===== src/rtl/seq_controller_pkg.sv =====
// Shared types for the RISC sequence controller: phase bus, opcodes, controller states, strobe bundle.
package seq_controller_pkg;

    typedef enum logic [1:0] {
        FETCH   = 2'd0,
        DECODE  = 2'd1,
        EXECUTE = 2'd2,
        UPDATE  = 2'd3
    } phase_e;

    typedef enum logic [2:0] {
        OP_HLT = 3'd0,
        OP_SKZ = 3'd1,
        OP_ADD = 3'd2,
        OP_AND = 3'd3,
        OP_XOR = 3'd4,
        OP_LDA = 3'd5,
        OP_STO = 3'd6,
        OP_JMP = 3'd7
    } opcode_e;

    typedef enum logic [1:0] {
        ST_RUN       = 2'd0,
        ST_HALTED    = 2'd1,
        ST_STEP_WAIT = 2'd2
    } ctrl_state_e;

    typedef struct packed {
        logic sel;
        logic rd;
        logic wr;
        logic ld_ir;
        logic ld_ac;
        logic ld_pc;
        logic inc_pc;
        logic data_e;
        logic halt;
    } strobes_t;

    // Opcodes that read a memory operand and write the accumulator.
    function automatic logic is_aluop(opcode_e op);
        return (op == OP_ADD) || (op == OP_AND) || (op == OP_XOR) || (op == OP_LDA);
    endfunction

endpackage


===== src/rtl/seq_controller_if.sv =====
// Phase bus, opcode/flag inputs and datapath strobes between sequencer (master) and datapath (slave).
// Optional single-step pins exist only when SEQ_SSTEP_EN is defined.
interface seq_controller_if
    import seq_controller_pkg::*;
#(
    parameter int CNT_W = 16
);
    phase_e             phase;
    logic [2:0]         opcode;
    logic               zero;
    logic               phase_en;
    logic               sel;
    logic               rd;
    logic               wr;
    logic               ld_ir;
    logic               ld_ac;
    logic               ld_pc;
    logic               inc_pc;
    logic               data_e;
    logic               halt;
    logic [CNT_W-1:0]   instr_cnt;
`ifdef SEQ_SSTEP_EN
    logic               step_mode;
    logic               step;
`endif

    modport master (
        input  phase, opcode, zero,
`ifdef SEQ_SSTEP_EN
               step_mode, step,
`endif
        output phase_en, sel, rd, wr, ld_ir, ld_ac, ld_pc, inc_pc, data_e, halt, instr_cnt
    );

    modport slave (
        output phase, opcode, zero,
`ifdef SEQ_SSTEP_EN
               step_mode, step,
`endif
        input  phase_en, sel, rd, wr, ld_ir, ld_ac, ld_pc, inc_pc, data_e, halt, instr_cnt
    );

endinterface


===== src/rtl/seq_controller_decode.sv =====
// Combinational strobe table: phase, live/latched opcode, latched zero flag and controller state -> strobes.
module seq_decode
    import seq_controller_pkg::*;
(
    input  phase_e      phase,
    input  opcode_e     opcode,
    input  opcode_e     opc_q,
    input  logic        zero_q,
    input  ctrl_state_e state,
    output strobes_t    strb
);

    always_comb begin
        strb = '0;
        case (state)
            ST_HALTED: strb.halt = 1'b1;
            ST_RUN: begin
                case (phase)
                    FETCH: begin
                        strb.sel   = 1'b1;
                        strb.rd    = 1'b1;
                        strb.ld_ir = 1'b1;
                    end
                    // Only the live opcode is valid here; opc_q still holds the previous instruction.
                    DECODE: strb.rd = is_aluop(opcode);
                    EXECUTE: begin
                        if (is_aluop(opc_q)) begin
                            strb.rd    = 1'b1;
                            strb.ld_ac = 1'b1;
                        end else begin
                            case (opc_q)
                                OP_STO: begin
                                    strb.data_e = 1'b1;
                                    strb.wr     = 1'b1;
                                end
                                OP_JMP:  strb.ld_pc  = 1'b1;
                                OP_SKZ:  strb.inc_pc = zero_q;
                                OP_HLT:  strb.halt   = 1'b1;
                                default: ;
                            endcase
                        end
                    end
                    UPDATE: strb.inc_pc = !((opc_q == OP_JMP) || (opc_q == OP_HLT));
                    default: ;
                endcase
            end
            default: ;
        endcase
    end

endmodule


===== src/rtl/seq_controller.sv =====
// Sequence controller: run/halt FSM, opcode and zero latches, retired-instruction counter.
// Define SEQ_SSTEP_EN to add single-step mode (step_mode/step pins and the STEP_WAIT state).
//
// state        | meaning
// ST_RUN       | phase generator enabled, strobes decoded from phase/opcode
// ST_HALTED    | HLT executed; generator frozen, only halt asserted until reset
// ST_STEP_WAIT | single-step mode parked at FETCH waiting for a step edge
module seq_controller
    import seq_controller_pkg::*;
#(
    parameter int CNT_W = 16
)(
    input  logic             clk,
    input  logic             rst_n,
    seq_controller_if.master bus
);

    ctrl_state_e      state, state_nxt, dec_state;
    opcode_e          opc_q;
    logic             zero_q;
    logic [CNT_W-1:0] cnt;
    logic             step_hold;
    logic             step_rise;
    logic             step_leave;
    logic             run_active;
    strobes_t         strb, strb_out;

`ifdef SEQ_SSTEP_EN
    logic step_s1, step_s2, step_s3, step_grant;

    always_ff @(posedge clk or negedge rst_n) begin
        if (!rst_n) begin
            step_s1 <= 1'b0;
            step_s2 <= 1'b0;
            step_s3 <= 1'b0;
        end else begin
            step_s1 <= bus.step;
            step_s2 <= step_s1;
            step_s3 <= step_s2;
        end
    end

    assign step_rise  = step_s2 & ~step_s3;
    // Holding FETCH in RUN for the one cycle before STEP_WAIT keeps the generator from slipping a phase.
    assign step_hold  = (state == ST_RUN) && bus.step_mode && (bus.phase == FETCH) && !step_grant;
    assign step_leave = !bus.step_mode || step_rise;

    always_ff @(posedge clk or negedge rst_n) begin
        if (!rst_n)
            step_grant <= 1'b0;
        else if (((state == ST_STEP_WAIT) || step_hold) && step_rise)
            step_grant <= 1'b1;
        else if (run_active && (bus.phase == UPDATE))
            step_grant <= 1'b0;
    end
`else
    assign step_rise  = 1'b0;
    assign step_hold  = 1'b0;
    assign step_leave = 1'b1;
`endif

    assign run_active = rst_n && (state == ST_RUN) && !step_hold;

    always_ff @(posedge clk or negedge rst_n) begin
        if (!rst_n)
            state <= ST_RUN;
        else
            state <= state_nxt;
    end

    always_comb begin
        state_nxt = state;
        case (state)
            ST_RUN: begin
                if (step_hold) begin
                    if (!step_rise)
                        state_nxt = ST_STEP_WAIT;
                end else if ((bus.phase == EXECUTE) && (opc_q == OP_HLT)) begin
                    state_nxt = ST_HALTED;
                end
            end
            ST_HALTED:    state_nxt = ST_HALTED;
            ST_STEP_WAIT: if (step_leave) state_nxt = ST_RUN;
            default:      state_nxt = ST_RUN;
        endcase
    end

    always_ff @(posedge clk or negedge rst_n) begin
        if (!rst_n) begin
            opc_q  <= OP_HLT;
            zero_q <= 1'b0;
        end else if (run_active && (bus.phase == DECODE)) begin
            opc_q  <= opcode_e'(bus.opcode);
            zero_q <= bus.zero;
        end
    end

    always_ff @(posedge clk or negedge rst_n) begin
        if (!rst_n)
            cnt <= '0;
        else if (run_active && (bus.phase == UPDATE))
            cnt <= cnt + 1'b1;
    end

    assign dec_state = step_hold ? ST_STEP_WAIT : state;

    seq_decode u_decode (
        .phase  (bus.phase),
        .opcode (opcode_e'(bus.opcode)),
        .opc_q  (opc_q),
        .zero_q (zero_q),
        .state  (dec_state),
        .strb   (strb)
    );

    // The phase generator restarts at FETCH during reset, so strobes are forced low explicitly.
    assign strb_out = rst_n ? strb : '0;

    assign bus.phase_en  = run_active;
    assign bus.sel       = strb_out.sel;
    assign bus.rd        = strb_out.rd;
    assign bus.wr        = strb_out.wr;
    assign bus.ld_ir     = strb_out.ld_ir;
    assign bus.ld_ac     = strb_out.ld_ac;
    assign bus.ld_pc     = strb_out.ld_pc;
    assign bus.inc_pc    = strb_out.inc_pc;
    assign bus.data_e    = strb_out.data_e;
    assign bus.halt      = strb_out.halt;
    assign bus.instr_cnt = cnt;

    a_rd_wr_excl: assert property (@(posedge clk) disable iff (!rst_n) !(bus.rd && bus.wr));
    a_pc_excl:    assert property (@(posedge clk) disable iff (!rst_n) !(bus.ld_pc && bus.inc_pc));

endmodule


===== src/flat_wrapper.sv =====
// flat-port wrapper written by rule: the top's interface ports become plain ports
module seq_controller_flat import seq_controller_pkg::*;
#(
    parameter int CNT_W = 16
)
  (clk, rst_n, bus_phase, bus_opcode, bus_zero, bus_phase_en, bus_sel, bus_rd, bus_wr, bus_ld_ir, bus_ld_ac, bus_ld_pc, bus_inc_pc, bus_data_e, bus_halt, bus_instr_cnt);
  seq_controller_if #(.CNT_W(CNT_W)) bus_i ();
  input  logic clk;
  input  logic rst_n;
  input wire logic [$bits(bus_i.phase)-1:0] bus_phase;
  input wire logic [$bits(bus_i.opcode)-1:0] bus_opcode;
  input wire logic [$bits(bus_i.zero)-1:0] bus_zero;
  output wire logic [$bits(bus_i.phase_en)-1:0] bus_phase_en;
  output wire logic [$bits(bus_i.sel)-1:0] bus_sel;
  output wire logic [$bits(bus_i.rd)-1:0] bus_rd;
  output wire logic [$bits(bus_i.wr)-1:0] bus_wr;
  output wire logic [$bits(bus_i.ld_ir)-1:0] bus_ld_ir;
  output wire logic [$bits(bus_i.ld_ac)-1:0] bus_ld_ac;
  output wire logic [$bits(bus_i.ld_pc)-1:0] bus_ld_pc;
  output wire logic [$bits(bus_i.inc_pc)-1:0] bus_inc_pc;
  output wire logic [$bits(bus_i.data_e)-1:0] bus_data_e;
  output wire logic [$bits(bus_i.halt)-1:0] bus_halt;
  output wire logic [$bits(bus_i.instr_cnt)-1:0] bus_instr_cnt;
  assign bus_i.phase = bus_phase;
  assign bus_i.opcode = bus_opcode;
  assign bus_i.zero = bus_zero;
  assign bus_phase_en = bus_i.phase_en;
  assign bus_sel = bus_i.sel;
  assign bus_rd = bus_i.rd;
  assign bus_wr = bus_i.wr;
  assign bus_ld_ir = bus_i.ld_ir;
  assign bus_ld_ac = bus_i.ld_ac;
  assign bus_ld_pc = bus_i.ld_pc;
  assign bus_inc_pc = bus_i.inc_pc;
  assign bus_data_e = bus_i.data_e;
  assign bus_halt = bus_i.halt;
  assign bus_instr_cnt = bus_i.instr_cnt;
  seq_controller #(.CNT_W(CNT_W)) u_core (.clk(clk), .rst_n(rst_n), .bus(bus_i));
endmodule

===== config.mk =====
export PLATFORM = sky130hd
export DESIGN_NAME = seq_controller_flat
export DESIGN_NICKNAME = d
export VERILOG_FILES = /design/src/rtl/seq_controller_pkg.sv /design/src/rtl/seq_controller_if.sv /design/src/rtl/seq_controller_decode.sv /design/src/rtl/seq_controller.sv /design/src/flat_wrapper.sv
export SDC_FILE = /design/constraint.sdc
export NUM_CORES = 1
export LEC_CHECK = 0
export BUFFER_PORTS_ARGS = -buffer_cell sky130_fd_sc_hd__buf_2
export CORE_MARGIN = 2
export CORE_UTILIZATION = 34
export CTS_CLUSTER_SIZE = 12
export DETAILED_ROUTE_END_ITERATION = 6
export PLACE_DENSITY = 0.56
export SLEW_MARGIN = 30
export SYNTH_ARGS = -nofsm -noshare
export SYNTH_HDL_FRONTEND = slang
export SYNTH_SLANG_ARGS = --single-unit

===== constraint.sdc =====
create_clock -name clk -period 1.44 [get_ports clk]
set_input_delay 0.432 -clock clk [delete_from_list [all_inputs] [get_ports clk]]
set_output_delay 0.432 -clock clk [all_outputs]
set_load 0.1 [all_outputs]

==> results.toml <==
[drt]
route.vias.total = 994
drc = 0
drt_iter0_drc = 23
drt_first_pass_iters = 4
wl_per_cell_um = 13.5
routed_wl_um = 2750
viasPerCell = 4.87
ant_nets = 0

[logic_synthesis]
async_flop_share_pct = 100
synth_cell_types = 26
yosys_most_used_dff = "dfrtp_1"
synth-edff-count = 0
synth_nets = 112
synth_cells = 103
ys_ff_latch = 21
syn_area_per_cell_um2 = 10.3
yosys_warnings = 0
syn_area_um2 = 1060
ys_seq_area_share_pct = 49.8

[run_status]
violations = "setup timing"
status = "complete, but fails checks"

[clock_tree]
clock_path_buffers = 2
path_clk_slew_ps = 110
clock-sinks = 21
htree_levels = 1
numCtsBuffers = 3
insertion_delay_ps = 300
postCtsHoldBufs = 0
clockRootBuffer = "clkbuf_4"
cts_tree = "built"

[final_layout]
diodes = 0
fin_nets = 181
final_core_util_pct = 73.3
multi_input_area_um2 = 698
seq_area_um2 = 581
drive_above_1_share_pct = 71.9
syn_to_final_growth_pct = 109
final.fill_count = 218

[sta]
hold_viol = 0
fin_crit_ps = 1930
period_share_pct = 134
worst_pin_slew_ps = 308
max_freq_mhz = 519
skew_ps = 6.05
grt_setup_unrepaired = "yes"
setup_violations = 13
timing.slew.headroom_pct = 79.4
slew_violations = 0
fin_ws_ps = -488

[placement]
gp_congestion = 0.748
dp.final_hpwl_um = 1950
port-buffer-count = 33
dp_slack_ps = -301

[setup_path]
end_kind = "output port"
crit_start = "u_core.opc_q[2]"
reg2reg_depth = 5
critPathArrivalTime_ps = 1500
setup.worst_path.class = "reg2out"
start_kind = "register"
r2r-start = "u_core.dec_state[0]"
reg2reg_slack_ps = -30
rr_endpoint = "u_core.zero_q"
crit_fanout = 5
required_ps = 1010

[floorplanning]
rows = 20
fp.dieW_um = 59.7
chipHeight_um = 59.7
die_area_um2 = 3570
ioPinCount = 34
start_util_pct = 35.2
design.core.area_um2 = 3000

[global_routing]
grt_pass1_vias = 1057
grt_max_degree = 17
grt_usage_pct = 17.1
antenna_found_initial = 0
grt_pass1_wl_um = 4550
grt_overflow = 0

[pwr]
netSwitchingFraction_pct = 43.1
p_int_uw = 1640
p_comb_share_pct = 58.9
power_density_nw_per_um2 = 1310
p_leak_uw = 0.000942
switchingPower_uw = 1240
peakVddDrop_mv = 0.733
clock_power_share_pct = 9.8
p_seq_share_pct = 31.3

[flow_run]
maxCapViolCount = 0

[hold_path]
hp-class = "in2async"
==> kinds of logic (layout without fill, tap and decap cells) <==
logic type                 after synthesis  in the layout  synth area share, %
xor gates and xnor gates                17             17                 14.1
buffers and inverters                   10             78                 5.33
adders and majority gates                1              1                 1.18
and+or+nand+nor                         46             46                 24.1
AOI/OAI and AO/OA                        6              6                 3.44
muxes                                    2              2                 2.13
DFF                                     21             21                 49.8
==> cell type report <==
cell class,count,area share (%)
clock buffers,4,1.19
repair buffers,69,37.8
well taps,33,1.88
inverters,5,1.02
multi-input cells,72,31.7
flip-flops and latches,21,26.4
==> worst max-delay path by stage <==
stage | depth (start not counted) | slack, ps | end
global route | 5 | -570 | bus_data_e
detailed placement | 6 | -300 | u_core.bus.instr_cnt[12]
global placement | 5 | -280 | bus_inc_pc
finish | 4 | -490 | bus_halt
floorplan | 3 | -800 | bus_inc_pc
CTS | 5 | -500 | bus_data_e
==> placed cells by master (no fill, tap or decap), drive strengths merged <==
master	n
a21oi	2
ha	1
and3	3
clkinvlp	1
and2	1
nand4	4
a21boi	1
clkbuf	4
nor3	4
inv	4
nand2b	1
buf	69
nand3b	1
o21ai	2
a31o	1
nor4	2
dfrtp	21
xor2	2
nand4b	1
nand3	7
and4b	1
xnor2	15
nor2	8
mux2	2
nand2	13
==> critical path, cell delays in order (launching register included) <==
cell	delay, ps
dfrtp_2	480
nor3_4	220
a31o_2	190
and2_4	150
buf_12	160
==> registers in the layout (all words and copies together) (netlist names) <==
register / count
u_core.opc_q: 3
u_core.bus.instr_cnt: 16
u_core.dec_state: 1
u_core.zero_q: 1
==> per-layer routing <==
| metal | GRT usage [%] | vias to the layer above | share of wire [%] |
|---|---|---|---|
| met5 | 0 | - | 0 |
| met4 | 6.35 | 0 | 1.2 |
| met3 | 5.19 | 4 | 3.9 |
| met2 | 30.3 | 20 | 57 |
| met1 | 19.0 | 487 | 38 |
| li1 | - | 483 | - |
==> power by group through the flow <==
stage	logic (uW)	clock network (uW)	registers [uW]
5_1_grt	1780	318	927
3_5_place_dp	1430	0	921
3_3_place_gp	1410	0	912
2_1_floorplan	513	0	1230
6_report	1700	283	904
4_1_cts	1650	287	887
==> through the flow <==
step	area (um2)	total power, uW	hold WS [ps]	setup TNS [ps]	cells
after global placement	1910	2320	385	-5170	183
after detailed placement	1910	2350	388	-5890	183
after CTS	2100	2820	58.6	-4750	202
after global routing	2200	3030	53.8	-6060	204
final	2200	2880	70.2	-4490	204
after floorplan	1240	1740	136	-5320	103
==> cells in the mapped netlist, types with 2 or more instances <==
library cell / n / area [um2]
o21ai_0: 2 / 10.0
nand4_1: 4 / 25.0
xnor2_1: 15 / 131
buf_4: 5 / 37.5
dfrtp_1: 21 / 526
nor3_1: 3 / 15.0
and3_1: 3 / 18.8
xor2_1: 2 / 17.5
a21oi_1: 2 / 10.0
inv_1: 5 / 18.8
mux2_2: 2 / 22.5
nand3_1: 7 / 35.0
nand2_1: 13 / 48.8
nor2_1: 7 / 26.3
==> what timing repair did <==
action                                  4_1_cts  5_1_grt
resized for setup                            15       16
cloned                                        0        0
endpoints found under the setup margin       33       36
pin swaps                                     5       11
buffers inserted                             15        2
hold endpoints to repair                      0        0
No activity file was read; power rests on OpenSTA's default activity.
